===== src/rtl/axi_burst_addr_gen.sv =====
// Per-beat address / byte-strobe generator for AXI4 AW/AR bursts (FIXED, INCR, WRAP).
// Define AXI_BURST_LEGALITY_CHECK_EN to flag illegal requests on err_o; otherwise err_o is tied low.
module axi_burst_addr_gen #(
    parameter int ADDR_WIDTH = 32,
    parameter int DATA_WIDTH = 64,
    parameter int ID_WIDTH   = 4
) (
    input  logic                    clk_i,
    input  logic                    rst_i,
    input  logic                    req_valid_i,
    output logic                    req_ready_o,
    input  logic [ID_WIDTH-1:0]     req_id_i,
    input  logic [ADDR_WIDTH-1:0]   req_addr_i,
    input  logic [7:0]              req_len_i,
    input  logic [2:0]              req_size_i,
    input  logic [1:0]              req_burst_i,
    output logic                    beat_valid_o,
    input  logic                    beat_ready_i,
    output logic [ID_WIDTH-1:0]     beat_id_o,
    output logic [ADDR_WIDTH-1:0]   beat_addr_o,
    output logic [DATA_WIDTH/8-1:0] beat_strb_o,
    output logic [7:0]              beat_idx_o,
    output logic                    beat_last_o,
    output logic                    err_o
);
    localparam int STRB_W = DATA_WIDTH / 8;
    localparam int OFF_W  = (STRB_W > 1) ? $clog2(STRB_W) : 1;

    typedef enum logic [0:0] {IDLE = 1'b0, BURST = 1'b1} state_e;

    state_e                  state_q, state_d;
    logic                    ready_q, ready_d;
    logic                    valid_q, valid_d;
    logic                    last_q, last_d;
    logic                    err_q, err_d;
    logic [ID_WIDTH-1:0]     id_q, id_d;
    logic [ADDR_WIDTH-1:0]   addr_q, addr_d;
    logic [ADDR_WIDTH-1:0]   start_q, start_d;
    logic [ADDR_WIDTH-1:0]   addr_nxt_s;
    logic [STRB_W-1:0]       strb_q, strb_d;
    logic [7:0]              idx_q, idx_d;
    logic [7:0]              len_q, len_d;
    logic [2:0]              size_q, size_d;
    logic [1:0]              burst_q, burst_d;

    // Lanes from the (possibly unaligned) byte offset up to the end of its 2^size container.
    function automatic logic [STRB_W-1:0] strb_calc(input logic [ADDR_WIDTH-1:0] a,
                                                    input logic [2:0] sz);
        int unsigned lo;
        int unsigned hi;
        int unsigned bsz;
        logic [STRB_W-1:0] m;
        bsz = 32'd1 << sz;
        lo  = 32'(a[OFF_W-1:0]) % 32'(STRB_W);
        hi  = (lo & ~(bsz - 32'd1)) + bsz;
        for (int i = 0; i < STRB_W; i++) begin
            m[i] = (32'(i) >= lo) && (32'(i) < hi);
        end
        return m;
    endfunction

    function automatic logic [ADDR_WIDTH-1:0] next_addr(input logic [ADDR_WIDTH-1:0] cur,
                                                        input logic [ADDR_WIDTH-1:0] start,
                                                        input logic [7:0] len,
                                                        input logic [2:0] sz,
                                                        input logic [1:0] burst);
        logic [ADDR_WIDTH-1:0] b;
        logic [ADDR_WIDTH-1:0] w;
        logic [ADDR_WIDTH-1:0] lower;
        logic [ADDR_WIDTH-1:0] inc;
        logic [ADDR_WIDTH-1:0] nxt;
        b     = ADDR_WIDTH'(1'b1) << sz;
        w     = ADDR_WIDTH'({1'b0, len} + 9'd1) << sz;
        lower = start & ~(w - ADDR_WIDTH'(1'b1));
        inc   = (cur & ~(b - ADDR_WIDTH'(1'b1))) + b;
        case (burst)
            2'b00:   nxt = cur;
            2'b10:   nxt = (inc == lower + w) ? lower : inc;
            default: nxt = inc;
        endcase
        return nxt;
    endfunction

`ifdef AXI_BURST_LEGALITY_CHECK_EN
    function automatic logic illegal_req(input logic [ADDR_WIDTH-1:0] a,
                                         input logic [7:0] len,
                                         input logic [2:0] sz,
                                         input logic [1:0] burst);
        logic [11:0] mask12;
        logic [16:0] last_byte;
        logic        wrap_len_bad;
        mask12       = (12'd1 << sz) - 12'd1;
        last_byte    = 17'(a[11:0] & ~mask12) + (17'({1'b0, len} + 9'd1) << sz) - 17'd1;
        wrap_len_bad = !((len == 8'd1) || (len == 8'd3) || (len == 8'd7) || (len == 8'd15));
        return ((burst == 2'b10) && wrap_len_bad) ||
               ((burst == 2'b10) && ((a[11:0] & mask12) != 12'd0)) ||
               ((burst == 2'b01) && (last_byte[16:12] != 5'd0)) ||
               (32'(sz) > 32'($clog2(STRB_W))) ||
               (burst == 2'b11);
    endfunction
`endif

    // Next-state and next-output logic for the IDLE/BURST sequencer.
    always_comb begin
        state_d    = state_q;
        ready_d    = ready_q;
        valid_d    = valid_q;
        last_d     = last_q;
        err_d      = 1'b0;
        id_d       = id_q;
        addr_d     = addr_q;
        start_d    = start_q;
        strb_d     = strb_q;
        idx_d      = idx_q;
        len_d      = len_q;
        size_d     = size_q;
        burst_d    = burst_q;
        addr_nxt_s = next_addr(addr_q, start_q, len_q, size_q, burst_q);
        case (state_q)
            IDLE: begin
                if (req_valid_i) begin
                    state_d = BURST;
                    ready_d = 1'b0;
                    valid_d = 1'b1;
                    id_d    = req_id_i;
                    addr_d  = req_addr_i;
                    start_d = req_addr_i;
                    len_d   = req_len_i;
                    size_d  = req_size_i;
                    burst_d = req_burst_i;
                    idx_d   = 8'd0;
                    last_d  = (req_len_i == 8'd0);
                    strb_d  = strb_calc(req_addr_i, req_size_i);
`ifdef AXI_BURST_LEGALITY_CHECK_EN
                    err_d   = illegal_req(req_addr_i, req_len_i, req_size_i, req_burst_i);
`else
                    err_d   = 1'b0;
`endif
                end else begin
                    state_d = IDLE;
                end
            end
            BURST: begin
                if (beat_ready_i) begin
                    if (last_q) begin
                        state_d = IDLE;
                        ready_d = 1'b1;
                        valid_d = 1'b0;
                        last_d  = 1'b0;
                    end else begin
                        idx_d  = idx_q + 8'd1;
                        addr_d = addr_nxt_s;
                        strb_d = strb_calc(addr_nxt_s, size_q);
                        last_d = ((idx_q + 8'd1) == len_q);
                    end
                end else begin
                    state_d = BURST;
                end
            end
            default: begin
                state_d = IDLE;
                ready_d = 1'b1;
                valid_d = 1'b0;
                last_d  = 1'b0;
            end
        endcase
    end

    // State and output registers with synchronous reset.
    always_ff @(posedge clk_i) begin
        if (rst_i) begin
            state_q <= IDLE;
            ready_q <= 1'b1;
            valid_q <= 1'b0;
            last_q  <= 1'b0;
            err_q   <= 1'b0;
            id_q    <= '0;
            addr_q  <= '0;
            start_q <= '0;
            strb_q  <= '0;
            idx_q   <= 8'd0;
            len_q   <= 8'd0;
            size_q  <= 3'd0;
            burst_q <= 2'd0;
        end else begin
            state_q <= state_d;
            ready_q <= ready_d;
            valid_q <= valid_d;
            last_q  <= last_d;
            err_q   <= err_d;
            id_q    <= id_d;
            addr_q  <= addr_d;
            start_q <= start_d;
            strb_q  <= strb_d;
            idx_q   <= idx_d;
            len_q   <= len_d;
            size_q  <= size_d;
            burst_q <= burst_d;
        end
    end

    assign req_ready_o  = ready_q;
    assign beat_valid_o = valid_q;
    assign beat_id_o    = id_q;
    assign beat_addr_o  = addr_q;
    assign beat_strb_o  = strb_q;
    assign beat_idx_o   = idx_q;
    assign beat_last_o  = last_q;
    assign err_o        = err_q;

endmodule


===== config.mk =====
export PLATFORM = sky130hd
export DESIGN_NAME = axi_burst_addr_gen
export DESIGN_NICKNAME = d
export VERILOG_FILES = /design/src/rtl/axi_burst_addr_gen.sv
export SDC_FILE = /design/constraint.sdc
export NUM_CORES = 1
export LEC_CHECK = 0
export CORE_UTILIZATION = 30
export DETAILED_ROUTE_END_ITERATION = 12
export SLEW_MARGIN = 10
export SYNTH_ARGS = -nofsm -noshare
export SYNTH_HDL_FRONTEND = slang
export SYNTH_SLANG_ARGS = --single-unit

===== constraint.sdc =====
create_clock -name clk_i -period 9.2 [get_ports clk_i]
set_input_delay 1.84 -clock clk_i [delete_from_list [all_inputs] [get_ports clk_i]]
set_output_delay 1.84 -clock clk_i [all_outputs]
set_load 0.01 [all_outputs]

==> impl_results.md, run 1 <==
* Status: completed
* Clock Skew at 0.009626 ns
* Slew Limit Fails at 0
* CTS clock-pin slew for the worst setup and hold paths at 0.08 ns
* Metal3 WL at 2.661 mm
* Initial antenna violation count at 0
* Post-synth top area share at 19.87%
* Worst r2r src: size_q[1]
* PwrDens at 122.7 nW/um^2
* Vias/cell at 5.838
* Hold Path Class: reg2reg
* CP Capture Type: flip-flop
* Placed Area at 11590 um^2
* Die Ht at 186.2 um
* Slew margin rel. at 19.31%
* Top Layer Used: met4
* Hold Crit Depth at 2
* Routed len/inst at 21.03 um
* Post-CTS setup buffers at 0
* Port bufs at 107
* Vias in the first global route at 10760
* Vias at 11460
* Gr ovfl total at 0
* CORE AREA at 33450 um^2
* Fin crit period at 8.598 ns
* P_leak at 4.187 nW
* Syn Area/Cell at 6.947 um^2
* Most used cell, CP: ha_1
* Max IR drop VDD at 0.07515 mV
* Area leader, netlist: dfxtp_1
* Residual DRC count at 0
* Slowest stage delay, CP at 0.87 ns
* Yosys cell types at 105
* Layout cells sized above 1 at 6.733%
* # nets final at 1580
* Final cycle utilization of the critical path at 93.46%
* Area Overhead vs Synth at 17.16%
* Worst Setup Start Kind: flip-flop
* Critical path arrival at 8.88 ns
* CTS Buf Count at 9
* # IOs at 109
* Inserted Diodes at 0
* CTS max path bufs at 2
* Clock Latency Late Sink at 0.38 ns
* Syn Nets at 1535
* Worst setup startpoint: size_q[1]
* Post-Syn Instances at 1465
* Starting Density at 30.43%
* Hold_sp: beat_id_o[0]
* Slew @ Worst Pin at 1.206 ns
* First-pass GRT wire length at 63.61 mm
* Synthesized cell area at 10180 um^2
* Number of clock sinks at 101
* Total wire length at 41.27 mm
* Place WS at 0.7098 ns
* Top cells by count, synth: nand2_1 (211), a21oi_1 (151), nor2_1 (142)
* Fin worst setup slack at 0.6019 ns
* DIE WIDTH at 186.2 um
* Ranking of synthesized cells by area: dfxtp_1 (20%), nand2_1 (7.8%), a21oi_1 (7.4%), xnor2_1 (5.3%), nor2_1 (5.2%)
* Root Buffer: clkbuf_16
* WS Path Type: reg2reg
* Met2 wire len at 18.47 mm
* Ys Warns at 0
* Slowest cell on crit path: dfxtp_1
* Fmax achieved at 116.3 MHz
* Reg2reg path depth at 28
* Drt pass-1 iters at 5
* Fin area at 11920 um^2
* Yosys reg bits at 101
* Post-synth top flop: dfxtp_1
* DR iter-0 viols at 1098
* # setup viols final at 0
* Setup TNS at 0 ns
* RSZ-0062 raised after global routing: false
* Final hold vios at 0
* Req. time, crit path at 9.48 ns
* CTS tree: done
* Fraction of registers with async set/reset at 0%
* Site Rows at 67
* Global Route Usage Sum at 23.95%
* Metal1 wirelength at 18.89 mm
* Placer Congestion at 0.9788
* Largest net degree at the start of global routing at 66
* Post-synth EDFFs at 0
* H-tree depth at 3
* Max-cap violations at 0
* Pwr Total at 0.001463 W
* Final HPWL DP at 30.90 mm
* Die ar. at 34660 um^2
* Most common cell in the netlist: nand2_1
* Antenna Nets Post-Route at 0
* Max FO, Critical Path at 22
* Sequential share of the synthesized area at 19.87%
## worst max-delay path: cells and delay by family (launching register included)
kind	cells	cell delay, ns
XOR/XNOR	3	0.96
adder cells (fa/ha/maj)	3	0.97
buffers and inverters	2	0.49
AO/OA/AOI/OAI	9	2.08
AND/OR/NAND/NOR	11	3.12
flip-flops	1	0.87
## layout make-up
type	count	area (um^2)
well taps	448	560.5
inverters	30	112.6
fillers	3612	21520
flip-flops and latches	101	2026
repair buffers	139	1309
clock buffers	12	256.5
multi-input cells	1229	7605
clock inverters	4	55.05
## path summary, 6_finish.rpt
kind | endpoint | slack [ns]
setup / recovery | beat_strb_o[1] | 0.60
hold / removal | beat_id_o[0] | 0.46
setup reg to reg | beat_strb_o[1] | 0.60
hold reg to reg | beat_id_o[0] | 0.46
## report_power, final
group	total, W	internal, W	switching (W)
sequential	0.000520	0.000465	0.0000551
combinational	0.000520	0.000207	0.000314
clock	0.000422	0.000228	0.000194
total	0.00146	0.000900	0.000563
## metrics by stage
stage               instances  hold WS, ns  util [%]
global placement         1947       0.4424     34.66
floorplan                1465       0.4317         -
global route             1963       0.4883     35.65
finish                   1963       0.4605     35.65
CTS                      1963       0.4647     35.59
detailed placement       1947       0.4476     34.66
## per-layer routing
metal | vias up | global-route usage [%]
li1 | 5428 | -
met4 | 0 | 8.623
met2 | 433 | 37.64
met5 | - | 0
met3 | 77 | 3.349
met1 | 5522 | 33.19
## logic make-up (layout without fill, tap and decap cells)
logic type,Yosys count,after routing,share of synthesized area [%]
compound gates,424,424,28.28
xor+xnor,104,104,9.356
fa+ha+maj,17,17,2.164
buf+inv,135,185,5.668
flops,101,101,19.87
mux,24,24,2.582
other cells,1,1,0.03685
simple gates,659,659,32.05
## what timing repair did
action / CTS / global route
gates resized for setup: 0 / 4
hold endpoints to repair: 0 / 0
setup endpoints to repair: 0 / 4
hold buffers: 0 / 0
## cell usage in the layout (no fill, tap or decap), types with 11 or more instances in the layout
cell type,count
nor2_1,142
xor2_1,39
nand4_1,26
a211oi_1,25
or2_2,11
a21oi_1,151
a211o_1,14
and3_1,36
a22oi_1,13
or3_1,11
a31oi_1,19
o22ai_1,11
nor2b_1,16
o21ai_0,52
clkdlybuf4s50_1,106
and2_1,31
ha_1,16
dfxtp_1,98
buf_4,33
inv_1,29
mux2i_1,14
xnor2_1,62
and4_1,12
nand3_1,59
nand2b_1,15
nor3_1,34
o211ai_1,15
nand2_1,211
## flip-flops by register name, summed over array words and instances, names as in the netlist
register      count
beat_last_o       1
beat_valid_o      1
beat_addr_o      32
beat_strb_o       8
size_q            3
len_q             8
beat_idx_o        8
beat_id_o         4
start_q          32
burst_q           2
state_q           1
req_ready_o       1
Note: power is estimated with default switching activity, not from simulation.
==> inputs of run 2 (changes only) <==
--- a/config.mk
+++ b/config.mk
@@ -7,6 +7,7 @@
 export LEC_CHECK = 0
 export CORE_UTILIZATION = 30
 export DETAILED_ROUTE_END_ITERATION = 12
+export GPL_ROUTABILITY_DRIVEN = 0
 export SLEW_MARGIN = 10
 export SYNTH_ARGS = -nofsm -noshare
 export SYNTH_HDL_FRONTEND = slang
==> impl_results.md, run 2 (synthesized netlist as in run 1, its figures left out) <==
* Slew Limit Fails at 0
* # resized after CTS at 0
* Status: completed
* Gr ovfl total at 0
* Hold_sp: beat_id_o[2]
* # nets final at 1575
* Inserted Diodes at 0
* Starting Density at 30.43%
* Slowest cell on crit path: dfxtp_1
* DR iter-0 viols at 1123
* Largest net degree at the start of global routing at 75
* Vias at 11470
* Max IR drop VDD at 0.07633 mV
* Req. time, crit path at 9.48 ns
* Area Overhead vs Synth at 16.62%
* PwrDens at 121.6 nW/um^2
* Global Route Usage Sum at 22.01%
* Total wire length at 38.34 mm
* CTS tree: done
* Clock Latency Late Sink at 0.37 ns
* CORE AREA at 33450 um^2
* Max FO, Critical Path at 25
* Most frequent cells in the layout: nand2_1 (211), a21oi_1 (151), nor2_1 (142), clkdlybuf4s50_1 (106), dfxtp_1 (98)
* Fillers at 3570
* Vias in the first global route at 10510
* Routed len/inst at 19.58 um
* Final hold vios at 0
* Post-CTS setup buffers at 0
* Slowest stage delay, CP at 0.82 ns
* Drt pass-1 iters at 7
* Layout cells sized above 1 at 6.358%
* RSZ-0062 raised after global routing: false
* CTS max path bufs at 2
* Clock Skew at 0.01102 ns
* Residual DRC count at 0
* Worst hold slack at 0.4564 ns
* Vias/cell at 5.858
* Worst r2r src: size_q[0]
* Root Buffer: clkbuf_16
* WS Path Type: reg2reg
* Die Ht at 186.2 um
* First-pass GRT wire length at 59.66 mm
* H-tree depth at 3
* Pwr Total at 0.001444 W
* Die ar. at 34660 um^2
* # setup viols final at 0
* Antenna Nets Post-Route at 0
* Final core utilization at 35.48%
* Fmax achieved at 116.9 MHz
* Cts hold-fix bufs at 0
* Worst Setup Start Kind: flip-flop
* Max-cap violations at 0
* P_leak at 4.158 nW
* Number of clock sinks at 101
* Final cycle utilization of the critical path at 92.98%
* Port bufs at 107
* Fin crit period at 8.554 ns
* Fin cells at 1958
* Initial antenna violation count at 0
* DIE WIDTH at 186.2 um
* Hold Path Class: reg2reg
* Worst setup startpoint: size_q[0]
* # IOs at 109
* Slew @ Worst Pin at 0.9683 ns
* Setup TNS at 0 ns
* CTS Buf Count at 9
* CP Capture Type: flip-flop
* Placed cells at 1942
* Slew margin rel. at 33.78%
* Commonest non-fill, non-tap cell in the layout: nand2_1
* Critical path arrival at 8.84 ns
* Final HPWL DP at 28.44 mm
* Most used cell, CP: nor3_1
* CTS clock-pin slew for the worst setup and hold paths at 0.08 ns
* Site Rows at 67
-- run 2: cell count changes in the layout (fill, tap and decap cells not counted), sizes merged --
cell      before  now
buf           33   28
clkinv         1    2
clkinvlp       1    0
-- run 2: metal layers --
metal,track usage (%),part of all wire [%]
met5,0,0
met2,34.49,45
met4,9.705,3.5
met3,4.459,8.8
met1,29.08,43
-- run 2: worst paths after layout --
path                     to  slack [ns]  cells after the start
max reg2reg  beat_strb_o[5]        0.65                     30
min            beat_id_o[2]        0.46                      2
min reg2reg    beat_id_o[2]        0.46                      2
max          beat_strb_o[5]        0.65                     30
-- run 2: per-stage QoR --
stage	worst slack (ns)	cell area, um^2
6_report	0.6457	11870
5_1_grt	0.08182	11870
4_1_cts	0.7179	11860
3_5_place_dp	0.7082	11560
3_3_place_gp	1.080	11560
2_1_floorplan	1.976	10180
-- run 2: area by class of cell --
type	count	area (um^2)	area share (%)
clock buffers	12	246.5	2.077
multi-input cells	1229	7596	64.00
repair buffers	134	1271	10.71
inverters	30	112.6	0.9488
well taps	448	560.5	4.723
flip-flops and latches	101	2026	17.07
clock inverters	4	56.30	0.4744
-- run 2: power breakdown --
group / internal (W) / leakage, nW / switching, W
registers: 0.000465 / 0.829 / 0.0000531
clock network: 0.000221 / 0.147 / 0.000187
logic: 0.000209 / 3.18 / 0.000309
total: 0.000895 / 4.16 / 0.000549
-- run 2: critical path: cells and delay by family (launching register included) --
| family | cells | cell delay [ns] |
|---|---|---|
| simple gates | 15 | 3.87 |
| compound gates | 7 | 1.26 |
| xor+xnor | 3 | 0.98 |
| fa+ha+maj | 3 | 0.95 |
| flops | 1 | 0.82 |
| buf+inv | 2 | 0.55 |
